$ cat src/rtl/axil_decerr_slave_wr.sv
// ---------------------------------------------------------------------------
// axil_decerr_slave_wr
//
// Default write slave for the AXI-Lite interconnect write path. It sinks every
// write that matched no slave window: AW and W are accepted in either order,
// and each transaction gets a single write response carrying BRESP_CODE
// (DECERR by default). Only one transaction is outstanding at a time. Further
// AW/W beats are held off until the B handshake completes.
//
// For debug, the block counts completed error writes (saturating) and keeps
// the address of the most recent one. err_pulse strobes once per B handshake.
//
// Ports
//   aclk, aresetn      clock, synchronous active-low reset
//   s_axil_aw*         write address channel (awaddr captured, not decoded)
//   s_axil_w*          write data channel (data/strobes discarded)
//   s_axil_b*          write response channel (bresp is constant)
//   err_cnt            completed error writes, saturates at all-ones
//   err_addr           awaddr of the last completed error write
//   err_pulse          1-cycle strobe in the cycle after each B handshake
//   err_cnt_clr        synchronous clear of err_cnt (clear wins before count)
// ---------------------------------------------------------------------------
module axil_decerr_slave_wr #(
  parameter int          AXI_ADDR_WIDTH = 32,
  parameter int          AXI_DATA_WIDTH = 32,
  parameter int          CNT_WIDTH      = 16,
  parameter logic [1:0]  BRESP_CODE     = 2'b11
) (
  input  logic                        aclk,
  input  logic                        aresetn,

  input  logic [AXI_ADDR_WIDTH-1:0]   s_axil_awaddr,
  input  logic                        s_axil_awvalid,
  output logic                        s_axil_awready,

  input  logic [AXI_DATA_WIDTH-1:0]   s_axil_wdata,
  input  logic [AXI_DATA_WIDTH/8-1:0] s_axil_wstrb,
  input  logic                        s_axil_wvalid,
  output logic                        s_axil_wready,

  output logic [1:0]                  s_axil_bresp,
  output logic                        s_axil_bvalid,
  input  logic                        s_axil_bready,

  output logic [CNT_WIDTH-1:0]        err_cnt,
  output logic [AXI_ADDR_WIDTH-1:0]   err_addr,
  output logic                        err_pulse,
  input  logic                        err_cnt_clr
);

  typedef enum logic [1:0] {
    IDLE   = 2'd0,
    GOT_AW = 2'd1,
    GOT_W  = 2'd2,
    RESP   = 2'd3
  } state_e;

  state_e                      state_q, state_d;
  logic                        init_q;
  logic [AXI_ADDR_WIDTH-1:0]   awaddr_q, awaddr_d;
  logic [CNT_WIDTH-1:0]        err_cnt_q, err_cnt_d;
  logic [AXI_ADDR_WIDTH-1:0]   err_addr_q, err_addr_d;
  logic                        err_pulse_q;

  logic aw_hs, w_hs, b_hs;

  // Write data is never stored. The fold keeps the inputs visibly consumed.
  logic unused_wbeat;
  assign unused_wbeat = ^{s_axil_wdata, s_axil_wstrb};

  // ---------------------------------------------------------------------
  // Channel outputs, decoded from registered state only.
  // The state register comes out of reset as IDLE, which would otherwise
  // raise the readies while aresetn is still low. init_q is cleared by reset
  // and set on the first edge with aresetn high. It gates the readies, so
  // they stay low throughout reset without a combinational path from aresetn.
  // ---------------------------------------------------------------------
  assign s_axil_awready = init_q & ((state_q == IDLE) | (state_q == GOT_W));
  assign s_axil_wready  = init_q & ((state_q == IDLE) | (state_q == GOT_AW));
  assign s_axil_bvalid  = (state_q == RESP);
  assign s_axil_bresp   = BRESP_CODE;

  assign err_cnt   = err_cnt_q;
  assign err_addr  = err_addr_q;
  assign err_pulse = err_pulse_q;

  assign aw_hs = s_axil_awvalid & s_axil_awready;
  assign w_hs  = s_axil_wvalid  & s_axil_wready;
  assign b_hs  = s_axil_bvalid  & s_axil_bready;

  // ---------------------------------------------------------------------
  // Next-state / datapath
  // ---------------------------------------------------------------------
  always_comb begin
    state_d    = state_q;
    awaddr_d   = awaddr_q;
    err_addr_d = err_addr_q;
    err_cnt_d  = err_cnt_q;

    unique case (state_q)
      IDLE: begin
        if (aw_hs && w_hs) state_d = RESP;
        else if (aw_hs)    state_d = GOT_AW;
        else if (w_hs)     state_d = GOT_W;
      end
      GOT_AW: if (w_hs)  state_d = RESP;
      GOT_W:  if (aw_hs) state_d = RESP;
      RESP:   if (b_hs)  state_d = IDLE;
      default:           state_d = IDLE;
    endcase

    // awready is low in RESP, so the held address cannot be overwritten
    // while its response is still pending.
    if (aw_hs) awaddr_d = s_axil_awaddr;

    // The clear applies first, so a clear in the same cycle as a B handshake
    // leaves the count at 1.
    if (err_cnt_clr) err_cnt_d = '0;
    if (b_hs) begin
      err_addr_d = awaddr_q;
      if (err_cnt_d != {CNT_WIDTH{1'b1}}) err_cnt_d = err_cnt_d + 1'b1;
    end
  end

  // ---------------------------------------------------------------------
  // State registers. Reset drops any partial or pending transaction.
  // ---------------------------------------------------------------------
  always_ff @(posedge aclk) begin
    if (!aresetn) begin
      state_q     <= IDLE;
      init_q      <= 1'b0;
      awaddr_q    <= '0;
      err_cnt_q   <= '0;
      err_addr_q  <= '0;
      err_pulse_q <= 1'b0;
    end else begin
      state_q     <= state_d;
      init_q      <= 1'b1;
      awaddr_q    <= awaddr_d;
      err_cnt_q   <= err_cnt_d;
      err_addr_q  <= err_addr_d;
      err_pulse_q <= b_hs;
    end
  end

endmodule

$ cat config.mk
export PLATFORM = sky130hd
export DESIGN_NAME = axil_decerr_slave_wr
export DESIGN_NICKNAME = d
export VERILOG_FILES = /design/src/rtl/axil_decerr_slave_wr.sv
export SDC_FILE = /design/constraint.sdc
export NUM_CORES = 1
export LEC_CHECK = 0
export ABC_AREA = 1
export CORE_MARGIN = 3
export CORE_UTILIZATION = 30
export DETAILED_ROUTE_END_ITERATION = 10
export SLEW_MARGIN = 20
export SYNTH_ARGS = -nofsm -noshare
export SYNTH_HDL_FRONTEND = slang
export SYNTH_SLANG_ARGS = --single-unit
$ cat constraint.sdc
create_clock -name aclk -period 2.75 [get_ports aclk]
set_input_delay 0.6875 -clock aclk [delete_from_list [all_inputs] [get_ports aclk]]
set_output_delay 0.6875 -clock aclk [all_outputs]
set_load 0.03 [all_outputs]
==> run_results.csv <==
group,metric,value,unit
placed_design,dp.cells,683,
sta,whs,0.4496,ns
global_routing,globalRouteTotalUtil,0.1371,
clock_tree,cts_sinks,84,
power,p_per_area,674.5,nW/µm²
global_routing,first_global_vias,3164,
logic_synthesis,ys_top_cells_by_area,"dfxtp_1 (47%), a21oi_1 (10%), o21ai_0 (10%)",
detailed_routing,wl_per_cell,12.34,µm
clock_tree,cts.clk_slew.worst_paths,0.06,ns
sta,fmax,390.7,MHz
setup_path,end_kind,"output port",
detailed_routing,wl_met3,574,µm
hold_path,min_path_type,"flop to flop",
setup_path,crit_path_max_fanout,4,
detailed_routing,drt-total-wl,8626,µm
detailed_routing,wl_met1,3895,µm
cells_and_area,syn_to_final_growth,38.91,%
cells_and_area,layout-drive-gt1-share,0.07554,
logic_synthesis,yosysTopAreaCellShare,0.4746,
detailed_routing,top_layer_used,"met4",
setup_path,path_class,"flop to output port",
floorplan,core_area,11470,µm²
power,max-vdd-ir-drop,0.0005131,V
sta,finalSetupTns,0,ns
floorplan,num_rows,39,
cells_and_area,stdcell_count,699,
cells_and_area,stdcell_area,4922,µm²
sta,final_hold_viol_count,0,
sta,tightest_slew,0.5526,ns
floorplan,die_area,13150,µm²
clock_tree,cts_buffer_depth,2,
setup_path,start_kind,"flop",
detailed_routing,drc,0,
global_routing,grt_max_degree,63,
clock_tree,cts-buffers-inserted,9,
floorplan,die_h,114.7,µm
clock_tree,clkLatencyLatePin,0.34,ns
logic_synthesis,ys_seq_area_frac,0.4746,
global_routing,antenna_found_initial,0,
placed_design,place_area,4586,µm²
placed_design,dp_hpwl,6003,µm
power,leakage,1.897,nW
cells_and_area,fin_nets,631,
job,cap_viol_max_count,0,
detailed_routing,ant_nets,0,
logic_synthesis,netlist_area,3543,µm²
placed_design,place.gp.congestion,0.8715,
sta,period_needed,2.560,ns
detailed_routing,num_vias,3285,
global_routing,grt_pass1_wl,14400,µm
status,status,"completed",
sta,setup_viol,0,
placed_design,port_buffers,89,
sta,grt_setup_unrepaired,"false",
cells_and_area,n_antenna_cell,0,
sta,max_slew_margin,0.6316,
sta,period_share,0.9308,
sta,drv_slew,0,
logic_synthesis,syn_avg_cell_area,7.555,µm²
clock_tree,h-tree-depth,3,
sta,clock_skew,0.006588,ns
clock_tree,ctsHoldBuffers,0,
detailed_routing,dr.pass1.iters,5,
logic_synthesis,ys_warn_count,0,
floorplan,start_util,0.3090,
logic_synthesis,yosysTopAreaCell,"dfxtp_1",
setup_path,cp.required,2.06,ns
detailed_routing,vias_per_cell,4.700,
clock_tree,postCtsSetupRepairBufs,0,
logic_synthesis,yosys.cell_types.count,30,
detailed_routing,drt_iter0_markers,146,
global_routing,overflow,0,
logic_synthesis,syn_inst,469,
clock_tree,root_buffer,"clkbuf_16",
detailed_routing,met2_wirelength,4082,µm
floorplan,ios,128,
logic_synthesis,ys_seq_elements,84,
floorplan,die_x,114.7,µm
clock_tree,cts_tree,"built",
setup_path,crit_arrival,1.87,ns
[layout make-up]
cell class / count / area, µm²
Timing Repair Buffer: 96 / 978.4
Clock buffer: 10 / 239.0
Multi-Input combinational cell: 298 / 1516
Clock inverter: 6 / 95.09
Sequential cell: 84 / 1682
Tap cell: 143 / 178.9
Fill cell: 1150 / 6545
Inverter: 62 / 232.7
[placed cells by master (no fill, tap or decap), drive strengths merged, types with 2 or more instances in the layout]
master,n
nor2,45
dfxtp,84
a21oi,72
inv,62
buf,8
xor2,3
clkdlybuf4s50,87
bufinv,2
nand4,8
ha,6
nand3,26
nand2,58
clkinv,4
conb,2
a31oi,2
nor3,2
o21ai,72
clkbuf,10
[flip-flops by register name (all words and copies together), names as in the netlist]
signal and cells:
state_q 2, err_cnt 16, err_pulse 1, init_q 1, err_addr 32, awaddr_q 32
[repair_timing]
action,in CTS,in global routing
gates resized for setup,0,1
setup endpoints to repair,0,1
hold endpoints to repair,0,0
[Yosys cell counts (all sizes together)]
master and instances:
a21oi 72, a31oi 2, buf 12, clkbuf 14, clkinv 3, conb 1, dfxtp 84, ha 6
inv 59, nand2 58, nand3 26, nand3b 1, nand4 8, nor2 45, nor3 2, o21ai 72
o21bai 1, xor2 3
[through the flow]
stage | setup WS (ns) | power (mW) | util
2_1_floorplan | 0.4870 | 1.798 | -
3_3_place_gp | 0.1361 | 1.997 | 0.3999
3_5_place_dp | 0.08489 | 2.016 | 0.3999
4_1_cts | 0.1005 | 3.375 | 0.4290
5_1_grt | 0.05830 | 3.497 | 0.4292
6_report | 0.1904 | 3.320 | 0.4292
[final timing paths]
path,endpoint,start,cells after the start,slack [ns]
hold reg to reg,err_addr[18],awaddr_q[18],2,0.45
setup / recovery,s_axil_wready,state_q[1],5,0.19
hold / removal,err_addr[18],awaddr_q[18],2,0.45
setup reg to reg,awaddr_q[25],state_q[0],8,0.79
[critical path, cell delays in order, from the launching register on]
cell	delay (ns)
dfxtp_1	0.33
inv_1	0.12
ha_1	0.18
nor2_1	0.05
nor2_1	0.16
clkdlybuf4s50_1	0.71
[kinds of logic (layout without fill, tap and decap cells)]
logic type / Yosys count / after routing / synth area share
buf+inv: 88 / 174 / 0.09922
compound gates: 147 / 147 / 0.2101
fa+ha+maj: 6 / 6 / 0.02119
simple gates: 140 / 140 / 0.1864
xor+xnor: 3 / 3 / 0.007417
flops: 84 / 84 / 0.4746
other cells: 1 / 2 / 0.001058
[per-layer routing]
metal  vias up  track usage
met5         -            0
met2        81       0.2204
li1       1700            -
met4         0      0.04513
met3         6      0.05550
met1      1498       0.1665
[report_power, final]
group	total (mW)	switching [mW]	internal [mW]
Sequential	1.38	0.0419	1.33
Clock	1.34	0.506	0.830
Combinational	0.608	0.368	0.239
Note: power is estimated with default switching activity, not from simulation.
